<file path="src/rtl/program_sequencer_stack.sv">
// program_sequencer_stack
//   Generates the program-memory fetch address every cycle. The jump target is
//   assembled from NUM_SEGS loadable segments. A call/return stack holds
//   STACK_DEPTH return addresses, with sticky overflow and underflow flags.
//
//   Optional feature macro: PS_TRAP_EN. When it is defined, an overflowing call
//   or an underflowing ret redirects the fetch to TRAP_ADDR and pulses trap.
//
// Ports:
//   clk, reset_n          clock, asynchronous active-low reset
//   stall                 re-issue the current address; pc/stack/flags hold
//   jmp, jmp_nz, dont_jmp unconditional jump / jump taken when dont_jmp=0
//   call, ret             push pc+1 and jump / pop into pm_addr
//   seg_load, seg_sel,    write jmp_addr into a target segment; the value is
//   jmp_addr              also forwarded into the target in the same cycle
//   err_clr               clear stack_ovf / stack_unf
//   pm_addr               combinational fetch address (ROM registers it)
//   pc                    registered copy of pm_addr
//   sp                    stack occupancy
//   stack_ovf, stack_unf  sticky stack error flags
//   trap                  combinational trap-redirect pulse

module program_sequencer_stack #(
  parameter int unsigned SEG_WIDTH   = 4,
  parameter int unsigned NUM_SEGS    = 2,
  parameter int unsigned STACK_DEPTH = 4,
  parameter logic [SEG_WIDTH*NUM_SEGS-1:0] TRAP_ADDR = 8'hF0,
  localparam int unsigned ADDR_WIDTH = SEG_WIDTH * NUM_SEGS,
  localparam int unsigned SEL_WIDTH  = (NUM_SEGS > 1) ? $clog2(NUM_SEGS) : 1,
  localparam int unsigned SP_WIDTH   = $clog2(STACK_DEPTH + 1)
) (
  input  logic                  clk,
  input  logic                  reset_n,
  input  logic                  stall,
  input  logic                  jmp,
  input  logic                  jmp_nz,
  input  logic                  dont_jmp,
  input  logic                  call,
  input  logic                  ret,
  input  logic                  seg_load,
  input  logic [SEL_WIDTH-1:0]  seg_sel,
  input  logic [SEG_WIDTH-1:0]  jmp_addr,
  input  logic                  err_clr,
  output logic [ADDR_WIDTH-1:0] pm_addr,
  output logic [ADDR_WIDTH-1:0] pc,
  output logic [SP_WIDTH-1:0]   sp,
  output logic                  stack_ovf,
  output logic                  stack_unf,
  output logic                  trap
);

  localparam int unsigned IDX_WIDTH = (STACK_DEPTH > 1) ? $clog2(STACK_DEPTH) : 1;

  logic                  start_q;
  logic [SEG_WIDTH-1:0]  seg_q   [NUM_SEGS];
  logic [ADDR_WIDTH-1:0] stack_q [STACK_DEPTH];

  logic [ADDR_WIDTH-1:0] pc_inc;
  logic [ADDR_WIDTH-1:0] tgt;
  logic [IDX_WIDTH-1:0]  push_idx;
  logic [IDX_WIDTH-1:0]  pop_idx;
  logic                  stack_full;
  logic                  stack_empty;
  logic                  push;
  logic                  pop;
  logic                  set_ovf;
  logic                  set_unf;

  assign pc_inc      = pc + ADDR_WIDTH'(1);
  assign push_idx    = IDX_WIDTH'(sp);
  assign pop_idx     = IDX_WIDTH'(sp - SP_WIDTH'(1));
  assign stack_full  = (sp == SP_WIDTH'(STACK_DEPTH));
  assign stack_empty = (sp == '0);

`ifndef PS_TRAP_EN
  // TRAP_ADDR has no consumer in this build.
  logic unused_trap_addr;
  assign unused_trap_addr = ^TRAP_ADDR;
`endif

  // Jump target: segment regs concatenated, with a same-cycle segment write forwarded.
  always_comb begin
    tgt = '0;
    for (int unsigned i = 0; i < NUM_SEGS; i++) begin
      if (seg_load && (seg_sel == SEL_WIDTH'(i))) begin
        tgt[i*SEG_WIDTH +: SEG_WIDTH] = jmp_addr;
      end else begin
        tgt[i*SEG_WIDTH +: SEG_WIDTH] = seg_q[i];
      end
    end
  end

  // Fetch-address priority and stack/flag actions for this cycle.
  always_comb begin
    pm_addr = pc_inc;
    push    = 1'b0;
    pop     = 1'b0;
    set_ovf = 1'b0;
    set_unf = 1'b0;
    trap    = 1'b0;
    if (start_q) begin
      pm_addr = '0;
    end else if (stall) begin
      pm_addr = pc;
    end else if (ret) begin
      // ret beats a simultaneous call; the call is simply dropped.
      if (stack_empty) begin
        set_unf = 1'b1;
`ifdef PS_TRAP_EN
        pm_addr = TRAP_ADDR;
        trap    = 1'b1;
`else
        pm_addr = pc_inc;
`endif
      end else begin
        pop     = 1'b1;
        pm_addr = stack_q[pop_idx];
      end
    end else if (call) begin
      if (stack_full) begin
        set_ovf = 1'b1;
`ifdef PS_TRAP_EN
        pm_addr = TRAP_ADDR;
        trap    = 1'b1;
`else
        pm_addr = tgt;
`endif
      end else begin
        push    = 1'b1;
        pm_addr = tgt;
      end
    end else if (jmp || (jmp_nz && !dont_jmp)) begin
      pm_addr = tgt;
    end
  end

  // Control state: start flag, pc, stack pointer, segments, sticky flags.
  always_ff @(posedge clk or negedge reset_n) begin
    if (!reset_n) begin
      start_q   <= 1'b1;
      pc        <= '0;
      sp        <= '0;
      stack_ovf <= 1'b0;
      stack_unf <= 1'b0;
      for (int unsigned i = 0; i < NUM_SEGS; i++) begin
        seg_q[i] <= '0;
      end
    end else begin
      start_q <= 1'b0;
      // During start pm_addr is 0, so pc also lands on 0.
      if (start_q || !stall) begin
        pc <= pm_addr;
      end
      if (!start_q && seg_load) begin
        for (int unsigned i = 0; i < NUM_SEGS; i++) begin
          if (seg_sel == SEL_WIDTH'(i)) begin
            seg_q[i] <= jmp_addr;
          end
        end
      end
      if (push) begin
        sp <= sp + SP_WIDTH'(1);
      end else if (pop) begin
        sp <= sp - SP_WIDTH'(1);
      end
      // A new error in the clearing cycle keeps the flag set.
      if (set_ovf) begin
        stack_ovf <= 1'b1;
      end else if (err_clr && !start_q && !stall) begin
        stack_ovf <= 1'b0;
      end
      if (set_unf) begin
        stack_unf <= 1'b1;
      end else if (err_clr && !start_q && !stall) begin
        stack_unf <= 1'b0;
      end
    end
  end

  // Return-address storage; contents are deliberately not reset.
  always_ff @(posedge clk) begin
    if (push) begin
      stack_q[push_idx] <= pc_inc;
    end
  end

endmodule

</file>
<file path="config.mk">
export PLATFORM = sky130hd
export DESIGN_NAME = program_sequencer_stack
export DESIGN_NICKNAME = d
export VERILOG_FILES = /design/src/rtl/program_sequencer_stack.sv
export SDC_FILE = /design/constraint.sdc
export NUM_CORES = 1
export LEC_CHECK = 0
export BUFFER_PORTS_ARGS = -buffer_cell sky130_fd_sc_hd__buf_2
export CAP_MARGIN = 20
export CORE_ASPECT_RATIO = 0.9
export CORE_MARGIN = 1
export CORE_UTILIZATION = 45
export CTS_CLUSTER_DIAMETER = 100
export DETAILED_ROUTE_END_ITERATION = 8
export GPL_TIMING_DRIVEN = 0
export HOLD_SLACK_MARGIN = 0.15
export SYNTH_ARGS = -nofsm -noshare
export SYNTH_HDL_FRONTEND = slang
export SYNTH_SLANG_ARGS = --single-unit
</file>
<file path="constraint.sdc">
create_clock -name clk -period 2.58 [get_ports clk]
set_clock_uncertainty 0.1 [all_clocks]
set_input_delay 0.258 -clock clk [delete_from_list [all_inputs] [get_ports clk]]
set_output_delay 0.258 -clock clk [all_outputs]
set_load 0.02 [all_outputs]
</file>
==> results of run 1 <==
[sequential cells by signal, summed over array words and instances, names as in the netlist]
name,flops
start_q,1
stack_ovf,1
sp,3
seg_q,8
stack_q,32
pc,8
stack_unf,1
[synthesized netlist by cell type, types with 2 or more instances]
cell type,number,area (um^2)
ha_1,6,75.1
nand3b_1,2,15.0
nor3b_1,2,15.0
xor2_1,2,17.5
a221o_1,4,40.0
o211ai_1,3,22.5
o21ai_1,2,10.0
o21ai_0,6,30.0
or3_1,3,18.8
a31oi_1,2,12.5
nor2b_1,2,12.5
o32ai_1,2,17.5
mux2i_1,3,30.0
nand3_1,9,45.0
and3b_1,2,17.5
xnor2_1,3,26.3
nor2_1,3,11.3
a221oi_1,10,87.6
mux2_2,11,124
a22o_1,3,26.3
and3_1,4,25.0
inv_1,9,33.8
nand2b_1,2,12.5
a21oi_1,5,25.0
edfxtp_1,32,961
mux4_2,7,158
dfrtp_1,21,526
nand2_1,16,60.1
nor3_1,3,15.0
clkbuf_1,3,11.3
buf_2,2,10.0
[how the worst max path moves through the flow]
stage	from	end	slack (ps)	depth (start not counted)
floorplan	sp[0]	pm_addr[3]	10	8
global placement	start_q	stack_q[0][4]	-240	4
detailed placement	sp[0]	pm_addr[3]	-250	9
CTS	sp[0]	pm_addr[5]	-100	9
global route	sp[0]	pm_addr[3]	-160	9
finish	sp[0]	pm_addr[3]	-110	9
[cells in the final DEF (no fill, tap or decap), types with 3 or more instances in the layout]
master / instances
a21oi_1: 4
a221o_1: 4
a221oi_1: 4
a221oi_2: 5
a22o_1: 3
and3_1: 3
buf_2: 32
buf_4: 21
buf_6: 3
clkbuf_1: 3
clkbuf_8: 5
dfrtp_1: 19
dlygate4sd3_1: 4
edfxtp_1: 32
ha_1: 4
inv_1: 8
mux2_2: 11
mux2i_1: 3
mux4_2: 7
nand2_1: 16
nand3_1: 9
nor2_1: 3
o211ai_1: 3
o21ai_0: 6
or3_1: 3
xnor2_1: 3
[kinds of logic (layout without fill, tap and decap cells)]
logic type	after synthesis	count (layout)	share of synthesized area [%]
AOI/OAI and AO/OA	45	45	13.1
xor gates and xnor gates	5	5	1.62
adders and majority gates	6	6	2.78
buffers and inverters	18	84	3.06
DFF	54	54	56.0
muxes	22	22	12.5
other	1	2	0.139
and+or+nand+nor	54	54	10.8
[cell type report]
cell class                      instances  area (um^2)
Fill cell                             479         2270
Sequential cell                        54         1520
Multi-Input combinational cell        134         1250
Timing Repair Buffer                   58          375
Tap cell                               70         87.6
Clock buffer                            5         68.8
Buffer                                  8         65.1
Clock inverter                          3         47.5
Inverter                               10         45.0
[repair_timing]
action	CTS	global route
gates resized for setup	25	13
endpoints found under the hold margin	27	0
setup endpoints to repair	8	9
cloned	1	0
buffers inserted	11	7
hold buffers	4	0
pin swaps	5	4
[worst max-delay path, stage by stage (launching register included)]
cell and delay [ps]:
dfrtp_1 390, buf_8 130, inv_8 30, ha_4 270, buf_8 120, mux4_2 320, and3_4 170, a311oi_2 270
o32ai_1 120, buf_2 190
[metrics by stage]
| step | hold slack, ps | TNS (ps) | util (%) |
|---|---|---|---|
| global placement | 176 | -2610 | 51.8 |
| CTS | 156 | -177 | 58.3 |
| global route | 162 | -838 | 60.3 |
| floorplan | -138 | 0 | - |
| finish | 154 | -262 | 60.3 |
| detailed placement | 180 | -941 | 51.9 |
[power groups by stage]
stage	sequential [mW]	combinational [mW]	clock (mW)
finish	1.11	1.35	0.594
CTS	1.11	1.24	0.598
global placement	1.13	0.918	0
global route	1.13	1.43	0.627
detailed placement	1.14	0.931	0
floorplan	1.18	0.596	0
[routing by layer]
metal	routed length (um)	up-vias	part of all wire, %
met3	293	4	4.3
met5	0	-	0
met2	3150	59	46
met4	31	0	0.45
met1	3390	1013	49
li1	-	944	-
==> metrics.txt, run 1 <==
# TYPE chip_impl_metric gauge
chip_impl_info{name="worstHoldStart",value="jmp_addr[0]"} 1
chip_impl_metric{name="gr_util_met2",unit="%"} 34.8
chip_impl_metric{name="post-route-cell-area",unit="um^2"} 3450
chip_impl_metric{name="post-place-ws",unit="ps"} -249
chip_impl_info{name="cts_root_buf",value="clkbuf_8"} 1
chip_impl_metric{name="setup_viol_count_final",unit=""} 6
chip_impl_metric{name="wl_per_cell",unit="um"} 20.1
chip_impl_metric{name="netlist-cell-type-count",unit=""} 52
chip_impl_metric{name="post-route-period-util",unit="%"} 104
chip_impl_metric{name="htree_levels",unit=""} 2
chip_impl_info{name="outcome",value="finished with violations"} 1
chip_impl_metric{name="post-layout-total-power",unit="mW"} 3.06
chip_impl_metric{name="required",unit="ps"} 2220
chip_impl_info{name="tritoncts_clock_tree",value="built"} 1
chip_impl_info{name="crit_path_end_kind",value="primary output"} 1
chip_impl_metric{name="internal-power",unit="mW"} 1.99
chip_impl_metric{name="p_seq_share",unit="%"} 36.4
chip_impl_metric{name="place.port_buffers",unit=""} 35
chip_impl_metric{name="worstMarginPinSlew",unit="ps"} 803
chip_impl_metric{name="final_period_minus_worst_setup_slack",unit="ps"} 2690
chip_impl_metric{name="combinationalPowerShare",unit="%"} 44.2
chip_impl_metric{name="hpwl",unit="um"} 4530
chip_impl_metric{name="critPathMaxFanout",unit=""} 5
chip_impl_metric{name="first_global_vias",unit=""} 1891
chip_impl_info{name="grt_setup_unrepaired",value="true"} 1
chip_impl_metric{name="cts.clk_slew.worst_paths",unit="ps"} 110
chip_impl_metric{name="number_of_nets_with_antenna_violations_after_detailed_routing",unit=""} 0
chip_impl_metric{name="r2r.worst_path.cells",unit=""} 14
chip_impl_metric{name="die_h",unit="um"} 75.5
chip_impl_metric{name="clk_latency",unit="ps"} 310
chip_impl_metric{name="maxSlewHeadroom",unit="%"} 46.3
chip_impl_metric{name="std_cell_rows",unit=""} 26
chip_impl_metric{name="globalRouteMet3Util",unit="%"} 3.58
chip_impl_metric{name="floorplan.core_area",unit="um^2"} 5730
chip_impl_metric{name="synth_seq_area_share",unit="%"} 56.0
chip_impl_metric{name="async_reset_ff_share",unit="%"} 40.7
chip_impl_metric{name="placed_cell_count",unit=""} 311
chip_impl_metric{name="drc_errors",unit=""} 0
chip_impl_metric{name="switching_share_of_power",unit="%"} 35.0
chip_impl_metric{name="regToRegSetupSlack",unit="ps"} -60
chip_impl_info{name="worstReg2RegStart",value="sp[0]"} 1
chip_impl_metric{name="design.die.area",unit="um^2"} 6320
chip_impl_metric{name="clkSinkCount",unit=""} 54
chip_impl_info{name="start_kind",value="register"} 1
chip_impl_info{name="criticalPathCategory",value="register to primary output"} 1
chip_impl_metric{name="final_setup_slack_of_the_worst_path",unit="ps"} -110
chip_impl_metric{name="maxClockFrequency",unit="MHz"} 372
chip_impl_metric{name="n_antenna_cell",unit=""} 0
chip_impl_metric{name="hold_viol_final",unit=""} 0
chip_impl_metric{name="routed_wl",unit="um"} 6860
chip_impl_metric{name="drt_iter0_drc",unit=""} 93
chip_impl_metric{name="fp.dieW",unit="um"} 83.7
chip_impl_metric{name="detail_route.vias_per_cell",unit=""} 5.91
chip_impl_metric{name="hold_critical_path_depth",unit=""} 2
chip_impl_metric{name="grt_start_max_net_pins",unit=""} 23
chip_impl_metric{name="power_per_cell_area",unit="nW/um^2"} 886
chip_impl_metric{name="nNetsFinal",unit=""} 292
chip_impl_metric{name="post_layout_nonfiller_instances",unit=""} 342
chip_impl_metric{name="pin_count",unit=""} 37
chip_impl_metric{name="max_cap_violations",unit=""} 0
chip_impl_metric{name="grt-ovfl-total",unit=""} 0
chip_impl_metric{name="cts_buffer_depth",unit=""} 2
chip_impl_metric{name="final_layout_size_suffix_gt1_share",unit="%"} 41.2
chip_impl_metric{name="initial_antenna_violation_count",unit=""} 0
chip_impl_metric{name="syn_to_final_growth",unit="%"} 27.9
chip_impl_info{name="hold_path_class",value="primary input to register"} 1
chip_impl_metric{name="peakVddDrop",unit="mV"} 0.630
chip_impl_metric{name="grt_util_all_layers",unit="%"} 21.5
chip_impl_metric{name="power_leakage",unit="nW"} 1.38
chip_impl_info{name="timing.rr.end",value="pc[3]"} 1
chip_impl_metric{name="worstPathArrival",unit="ps"} 2330
chip_impl_metric{name="synth.cell_area",unit="um^2"} 2700
chip_impl_metric{name="dr_total_vias",unit=""} 2020
chip_impl_metric{name="drt_pre_antenna_iters",unit=""} 4
chip_impl_metric{name="power.clock.fraction",unit="%"} 19.4
chip_impl_info{name="violations",value="setup timing"} 1
chip_impl_info{name="postSynth.topFlopCell",value="edfxtp_1"} 1
chip_impl_metric{name="floorplan.initialDensity",unit="%"} 47.2
chip_impl_info{name="grt-busiest-layer",value="met2"} 1
chip_impl_metric{name="final-max-slew-violation-count",unit=""} 0
chip_impl_info{name="hold-path-endpoint",value="seg_q[0]"} 1
chip_impl_metric{name="cts_made_buffers",unit=""} 5
chip_impl_metric{name="synth_warnings",unit=""} 0
chip_impl_metric{name="placement.cell_area",unit="um^2"} 2970
chip_impl_metric{name="p_switching",unit="mW"} 1.07
chip_impl_metric{name="synth_enable_flop_cells",unit=""} 32
chip_impl_metric{name="avgSynthCellArea",unit="um^2"} 13.2
chip_impl_metric{name="gp_congestion",unit=""} 0.804
chip_impl_metric{name="grt_use_met1",unit="%"} 31.5
chip_impl_metric{name="seq_cells_post_synth",unit=""} 54
chip_impl_metric{name="first_pass_grt_wire_length",unit="um"} 10100
chip_impl_metric{name="netlist_instances",unit=""} 205
Power figures use the tool's default switching activity.
==> run 2, diff against run 1 <==
Settings changed: ABC_AREA from default to 1, SETUP_SLACK_MARGIN from default to 0.02.
==> run 2 against run 1 <==
Compared with the run above: maximum frequency increased by 12%; power increased by 2.6%; worst hold slack improved by 6.4 ps; combinational power increased by 6%; largest cell class unchanged; final cell count increased by 39%; the flow now finishes without violations; largest power group unchanged; critical endpoint is now pm_addr[4]; worst setup slack improved by 280 ps.
==> metrics.txt, run 2 <==
# TYPE chip_impl_metric gauge
chip_impl_metric{name="synth_seq_area_share",unit="%"} 51.8
chip_impl_metric{name="std_cell_rows",unit=""} 27
chip_impl_metric{name="post-place-ws",unit="ps"} 126
chip_impl_metric{name="grt_util_all_layers",unit="%"} 20.9
chip_impl_metric{name="htree_levels",unit=""} 2
chip_impl_info{name="criticalPathCategory",value="register to primary output"} 1
chip_impl_metric{name="p_seq_share",unit="%"} 36.4
chip_impl_info{name="ys_top_cells_by_area",value="edfxtp_1, dfrtp_1, nand2_1"} 1
chip_impl_metric{name="drt_pre_antenna_iters",unit=""} 4
chip_impl_info{name="tritoncts_clock_tree",value="built"} 1
chip_impl_info{name="crit_path_end_kind",value="primary output"} 1
chip_impl_metric{name="power.clock.fraction",unit="%"} 18.1
chip_impl_metric{name="n_antenna_cell",unit=""} 0
chip_impl_info{name="worstHoldStart",value="jmp_addr[2]"} 1
chip_impl_metric{name="place.port_buffers",unit=""} 35
chip_impl_metric{name="wl_per_cell",unit="um"} 13.8
chip_impl_info{name="hold_path_class",value="primary input to register"} 1
chip_impl_metric{name="gp_congestion",unit=""} 0.786
chip_impl_metric{name="clkSinkCount",unit=""} 54
chip_impl_metric{name="final_period_minus_worst_setup_slack",unit="ps"} 2410
chip_impl_metric{name="critPathMaxFanout",unit=""} 18
chip_impl_metric{name="regToRegSetupSlack",unit="ps"} 230
chip_impl_metric{name="synth_enable_flop_cells",unit=""} 32
chip_impl_info{name="worstReg2RegStart",value="sp[0]"} 1
chip_impl_metric{name="cts_buffer_depth",unit=""} 2
chip_impl_info{name="reg_top3",value="stack_q (32), pc (8), seg_q (8)"} 1
chip_impl_metric{name="max_cap_violations",unit=""} 0
chip_impl_metric{name="synth_warnings",unit=""} 0
chip_impl_metric{name="final_layout_size_suffix_gt1_share",unit="%"} 22.6
chip_impl_metric{name="power_leakage",unit="nW"} 1.69
chip_impl_metric{name="routed_wl",unit="um"} 6590
chip_impl_info{name="hold-path-endpoint",value="seg_q[2]"} 1
chip_impl_info{name="postSynth.topFlopCell",value="edfxtp_1"} 1
chip_impl_metric{name="grt_start_max_net_pins",unit=""} 23
chip_impl_metric{name="drc_errors",unit=""} 0
chip_impl_metric{name="fp.dieW",unit="um"} 86.9
chip_impl_metric{name="worstMarginPinSlew",unit="ps"} 844
chip_impl_metric{name="hold_viol_final",unit=""} 0
chip_impl_metric{name="largest_reg_flops",unit=""} 32
chip_impl_metric{name="p_switching",unit="mW"} 1.25
chip_impl_metric{name="pin_count",unit=""} 37
chip_impl_info{name="outcome",value="completed"} 1
chip_impl_metric{name="r2r.worst_path.cells",unit=""} 15
chip_impl_metric{name="switching_share_of_power",unit="%"} 39.7
chip_impl_info{name="path_cells",value="buf_6 -> inv_8 -> ha_4 -> inv_1 -> nor2_4 -> buf_12 -> nor2_8 -> o211ai_1 -> nand3_1 -> nand2_1 -> buf_4"} 1
chip_impl_info{name="cts_root_buf",value="clkbuf_8"} 1
chip_impl_metric{name="floorplan.core_area",unit="um^2"} 6180
chip_impl_info{name="timing.rr.end",value="pc[4]"} 1
chip_impl_metric{name="hpwl",unit="um"} 4800
chip_impl_metric{name="post-route-period-util",unit="%"} 93.5
chip_impl_metric{name="nNetsFinal",unit=""} 409
chip_impl_metric{name="netlist-cell-type-count",unit=""} 34
chip_impl_info{name="mostFrequentLayoutCells",value="nand2_1, nand3_1, inv_1, buf_2, edfxtp_1"} 1
chip_impl_metric{name="combinationalPowerShare",unit="%"} 45.5
chip_impl_metric{name="clk_latency",unit="ps"} 310
chip_impl_metric{name="number_of_nets_with_antenna_violations_after_detailed_routing",unit=""} 0
chip_impl_metric{name="yosys.area.top_type_share",unit="%"} 32.9
chip_impl_info{name="synth_top_area_cell",value="edfxtp_1"} 1
chip_impl_metric{name="worstPathArrival",unit="ps"} 2050
chip_impl_metric{name="design.die.area",unit="um^2"} 6820
chip_impl_metric{name="floorplan.initialDensity",unit="%"} 47.3
chip_impl_metric{name="final-max-slew-violation-count",unit=""} 0
chip_impl_metric{name="required",unit="ps"} 2220
chip_impl_metric{name="dr_total_vias",unit=""} 2303
chip_impl_metric{name="seq_cells_post_synth",unit=""} 54
chip_impl_metric{name="maxClockFrequency",unit="MHz"} 415
chip_impl_info{name="grt_setup_unrepaired",value="false"} 1
chip_impl_metric{name="grt-ovfl-total",unit=""} 0
chip_impl_metric{name="final_setup_slack_of_the_worst_path",unit="ps"} 168
chip_impl_info{name="synthMostInstantiatedCell",value="nand2_1"} 1
chip_impl_metric{name="first_global_vias",unit=""} 2140
chip_impl_metric{name="internal-power",unit="mW"} 1.89
chip_impl_info{name="synth_commonest_cells",value="nand2_1, nand3_1, inv_1, edfxtp_1, dfrtp_1"} 1
chip_impl_info{name="mostFrequentLayoutCell",value="nand2_1"} 1
chip_impl_metric{name="cts.clk_slew.worst_paths",unit="ps"} 100
chip_impl_metric{name="async_reset_ff_share",unit="%"} 40.7
chip_impl_metric{name="avgSynthCellArea",unit="um^2"} 8.80
chip_impl_metric{name="power_per_cell_area",unit="nW/um^2"} 907
chip_impl_metric{name="netlist_instances",unit=""} 332
chip_impl_metric{name="hold_critical_path_depth",unit=""} 3
chip_impl_metric{name="maxSlewHeadroom",unit="%"} 43.5
chip_impl_metric{name="syn_to_final_growth",unit="%"} 18.5
chip_impl_metric{name="drt_iter0_drc",unit=""} 141
chip_impl_info{name="critical_path.top_delay_family",value="buffers and inverters"} 1
chip_impl_metric{name="critical_path.n_buffers_inverters",unit=""} 5
chip_impl_metric{name="setup_viol_count_final",unit=""} 0
chip_impl_info{name="slowest_stage",value="dfrtp_1"} 1
chip_impl_info{name="start_kind",value="register"} 1
chip_impl_metric{name="initial_antenna_violation_count",unit=""} 0
chip_impl_metric{name="first_pass_grt_wire_length",unit="um"} 10600
chip_impl_metric{name="cts_made_buffers",unit=""} 5
chip_impl_info{name="largest-register",value="stack_q"} 1
chip_impl_metric{name="synth.cell_area",unit="um^2"} 2920
chip_impl_metric{name="crit_path_max_incr_delay",unit="ps"} 410
chip_impl_metric{name="fin_tns_setup",unit="ps"} 0
chip_impl_metric{name="detail_route.vias_per_cell",unit=""} 4.84
chip_impl_metric{name="die_h",unit="um"} 78.4
chip_impl_metric{name="peakVddDrop",unit="mV"} 0.457
run 2: how the worst max path moves through the flow:
stage               start       endpoint  slack [ps]  cells after the start
detailed placement  sp[0]  stack_q[0][7]         130                      7
global route        sp[0]     pm_addr[6]          60                     11
CTS                 sp[0]     pm_addr[4]          30                     11
global placement    sp[0]  stack_q[0][7]         150                      7
floorplan           sp[0]     pm_addr[1]         410                     10
finish              sp[0]     pm_addr[4]         170                     11
run 2: layout make-up:
type / count / area [um^2]
fillers: 570 / 2720
flip-flops and latches: 54 / 1510
multi-input cells: 236 / 1220
repair buffers: 48 / 300
inverters: 39 / 159
well taps: 87 / 109
clock buffers: 6 / 72.6
plain buffers: 4 / 50.0
clock inverters: 2 / 37.5
run 2: what timing repair did:
item / 4_1_cts / 5_1_grt
pin swaps: 1 / 5
hold buffers: 3 / 0
resized for setup: 3 / 5
gates cloned: 0 / 1
setup endpoints to repair: 8 / 8
hold endpoints to repair: 24 / 0
buffers inserted: 7 / 3
run 2: cells by family after synthesis:
logic type      after synthesis  synth area share (%)
compound gates               35                  6.94
xor+xnor                      5                  1.76
fa+ha+maj                     6                  2.57
buf+inv                      44                  7.45
flops                        54                  51.8
other cells                   1                 0.128
simple gates                187                  29.4
run 2: layer usage:
layer  vias up  global-route usage, %  share of wire [%]
li1       1196                      -                  -
met1      1049                   29.5                 50
met2        53                   33.5                 45
met3         5                   3.15                4.7
met4         0                   5.50               0.83
met5         -                      0                  0
run 2: tightest hold or removal path, delay by kind of cell:
family,cells,cell delay [ps]
buffers and inverters,2,180
AO/OA/AOI/OAI,1,90
run 2: power by group through the flow:
stage               sequential (mW)  clock, mW  combinational (mW)
CTS                            1.14      0.575                1.35
floorplan                      1.22          0               0.856
global route                   1.16      0.600                1.61
detailed placement             1.17          0                1.28
finish                         1.14      0.568                1.43
global placement               1.16          0                1.27
run 2: per-stage QoR:
stage | power (mW) | utilization [%] | hold slack [ps] | std cells | instance area [um^2]
4_1_cts | 3.07 | 55.1 | 155 | 473 | 3410
3_3_place_gp | 2.43 | 51.9 | 168 | 455 | 3210
5_1_grt | 3.37 | 56.0 | 173 | 476 | 3460
3_5_place_dp | 2.44 | 51.9 | 169 | 455 | 3210
6_report | 3.14 | 56.0 | 160 | 476 | 3460
2_1_floorplan | 2.08 | - | -138 | 333 | 2930
==> run 3, diff against run 2 <==
Settings changed: PLACE_DENSITY from default to 0.62.
==> run 3 against run 2 <==
Compared with the run above: flip-flop and latch count is the same; global-route usage grew 0.63 points; register-to-register slack gained 250 ps; sequential share of layout area grew 1.1 points; critical path depth grew 1; design area shrank 2.4%; clock power shrank 1%; sequential power is essentially flat; worst setup slack gained 41 ps; critical path type unchanged; largest cell class unchanged; largest power group unchanged.
==> metrics.txt, run 3 (synthesized netlist as in run 2, its figures left out) <==
# TYPE chip_impl_metric gauge
chip_impl_info{name="hold_path_class",value="primary input to register"} 1
chip_impl_metric{name="clkSinkCount",unit=""} 54
chip_impl_info{name="largest-register",value="stack_q"} 1
chip_impl_info{name="mostFrequentLayoutCells",value="nand2_1, nand3_1, buf_2, edfxtp_1, inv_1"} 1
chip_impl_metric{name="power_leakage",unit="nW"} 1.66
chip_impl_metric{name="peakVddDrop",unit="mV"} 0.308
chip_impl_metric{name="worstMarginPinSlew",unit="ps"} 809
chip_impl_metric{name="detail_route.vias_per_cell",unit=""} 4.98
chip_impl_info{name="crit_path_end_kind",value="primary output"} 1
chip_impl_info{name="criticalPathCategory",value="register to primary output"} 1
chip_impl_metric{name="number_of_nets_with_antenna_violations_after_detailed_routing",unit=""} 0
chip_impl_metric{name="cts.clk_slew.worst_paths",unit="ps"} 100
chip_impl_metric{name="drt_pre_antenna_iters",unit=""} 5
chip_impl_info{name="path_cells",value="buf_6 -> inv_8 -> ha_4 -> inv_1 -> nor2_4 -> nand2_4 -> nand2_2 -> nand2_1 -> o21ai_0 -> nand2_1 -> nand2_1 -> buf_4"} 1
chip_impl_metric{name="routed_wl",unit="um"} 6700
chip_impl_metric{name="n_antenna_cell",unit=""} 0
chip_impl_info{name="slowest_stage",value="dfrtp_1"} 1
chip_impl_metric{name="clk_latency",unit="ps"} 300
chip_impl_metric{name="syn_to_final_growth",unit="%"} 15.7
chip_impl_metric{name="initial_antenna_violation_count",unit=""} 0
chip_impl_metric{name="floorplan.core_area",unit="um^2"} 6180
chip_impl_metric{name="critPathMaxFanout",unit=""} 18
chip_impl_metric{name="final_layout_size_suffix_gt1_share",unit="%"} 21.8
chip_impl_metric{name="final-max-slew-violation-count",unit=""} 0
chip_impl_metric{name="floorplan.initialDensity",unit="%"} 47.3
chip_impl_metric{name="placement.cell_area",unit="um^2"} 3210
chip_impl_metric{name="required",unit="ps"} 2220
chip_impl_metric{name="setup_viol_count_final",unit=""} 0
chip_impl_metric{name="fin_tns_setup",unit="ps"} 0
chip_impl_metric{name="first_pass_grt_wire_length",unit="um"} 11100
chip_impl_metric{name="hold_viol_final",unit=""} 0
chip_impl_metric{name="gp_congestion",unit=""} 0.841
chip_impl_metric{name="place.port_buffers",unit=""} 35
chip_impl_metric{name="crit_path_max_incr_delay",unit="ps"} 410
chip_impl_info{name="reg_top3",value="stack_q (32), pc (8), seg_q (8)"} 1
chip_impl_metric{name="maxSlewHeadroom",unit="%"} 45.9
chip_impl_metric{name="die_h",unit="um"} 78.4
chip_impl_metric{name="post-route-util",unit="%"} 54.7
chip_impl_metric{name="fp.dieW",unit="um"} 86.9
chip_impl_metric{name="nNetsFinal",unit=""} 401
chip_impl_metric{name="post-route-period-util",unit="%"} 91.9
chip_impl_metric{name="cts_made_buffers",unit=""} 5
chip_impl_info{name="worst_path_most_repeated_cell",value="nand2_1"} 1
chip_impl_metric{name="cts_buffer_depth",unit=""} 2
chip_impl_metric{name="first_global_vias",unit=""} 2219
chip_impl_metric{name="drt_iter0_drc",unit=""} 159
chip_impl_metric{name="pin_count",unit=""} 37
chip_impl_info{name="cts_root_buf",value="clkbuf_8"} 1
chip_impl_metric{name="hpwl",unit="um"} 4910
chip_impl_info{name="grt_setup_unrepaired",value="false"} 1
chip_impl_metric{name="htree_levels",unit=""} 2
chip_impl_metric{name="final_period_minus_worst_setup_slack",unit="ps"} 2370
chip_impl_metric{name="post-route-cell-area",unit="um^2"} 3380
chip_impl_info{name="start_kind",value="register"} 1
chip_impl_metric{name="dr_total_vias",unit=""} 2329
chip_impl_info{name="tritoncts_clock_tree",value="built"} 1
chip_impl_metric{name="grt_start_max_net_pins",unit=""} 23
chip_impl_metric{name="grt_util_all_layers",unit="%"} 21.5
chip_impl_metric{name="design.die.area",unit="um^2"} 6820
chip_impl_metric{name="std_cell_rows",unit=""} 27
chip_impl_metric{name="grt-ovfl-total",unit=""} 0
chip_impl_metric{name="max_cap_violations",unit=""} 0
chip_impl_metric{name="worstPathArrival",unit="ps"} 2010
chip_impl_metric{name="largest_reg_flops",unit=""} 32
chip_impl_metric{name="maxClockFrequency",unit="MHz"} 422
chip_impl_metric{name="drc_errors",unit=""} 0
chip_impl_info{name="mostFrequentLayoutCell",value="nand2_1"} 1
chip_impl_info{name="outcome",value="completed"} 1
chip_impl_metric{name="power_per_cell_area",unit="nW/um^2"} 917
chip_impl_metric{name="wl_per_cell",unit="um"} 14.3
==> run 3: routing by layer <==
metal / share of wire [%] / track usage [%] / wire length, um / up-vias
met5: 0 / 0 / 0 / -
met4: 0.48 / 4.50 / 32 / 0
met3: 4.5 / 3.15 / 301 / 4
met2: 46 / 34.3 / 3090 / 63
met1: 49 / 31.2 / 3270 / 1097
li1: - / - / - / 1165
==> run 3: what timing repair did <==
item,4_1_cts,5_1_grt
hold buffers,2,0
pin swaps,2,3
endpoints found under the setup margin,8,8
gates resized for setup,5,5
hold endpoints to repair,22,0
buffers inserted,3,0
cloned,1,0
==> run 3: cell type report <==
cell class                      instances  area (um^2)
Tap cell                               87          109
Inverter                               39          159
Fill cell                             575         2800
Sequential cell                        54         1510
Multi-Input combinational cell        235         1210
Timing Repair Buffer                   41          230
Clock buffer                            5         68.8
Buffer                                  4         50.0
Clock inverter                          3         40.0
==> run 3: worst max-delay path, delay by kind of cell, from the launching register on <==
kind / cells / cell delay, ps
and+or+nand+nor: 6 / 630
buffers and inverters: 4 / 460
DFF: 1 / 410
adders and majority gates: 1 / 150
AOI/OAI and AO/OA: 1 / 80
==> run 3: worst paths after layout <==
path | startpoint | to | depth (start not counted) | slack (ps)
min | jmp_addr[2] | seg_q[2] | 3 | 160
min in group asynchronous | reset_n | stack_unf | 2 | 350
min reg2reg | seg_q[5] | seg_q[5] | 2 | 400
max reg2reg | sp[1] | stack_q[0][1] | 5 | 480
max | sp[0] | pm_addr[1] | 12 | 210
max in group asynchronous | reset_n | start_q | 2 | 1670
==> run 3: stage by stage <==
step / hold slack [ps] / setup WS, ps / total power, mW / std cells
4_1_cts: 153 / 77.4 / 3.14 / 469
2_1_floorplan: -138 / 410 / 2.08 / 333
3_3_place_gp: 164 / 140 / 2.43 / 455
5_1_grt: 173 / 31.2 / 3.33 / 468
6_report: 164 / 208 / 3.10 / 468
3_5_place_dp: 165 / 144 / 2.43 / 455
==> run 3: power by group <==
group | leakage (nW) | internal [mW] | switching [mW]
clock network | 0.0541 | 0.285 | 0.275
registers | 0.574 | 1.05 | 0.0965
logic | 1.03 | 0.527 | 0.868
total | 1.66 | 1.86 | 1.24
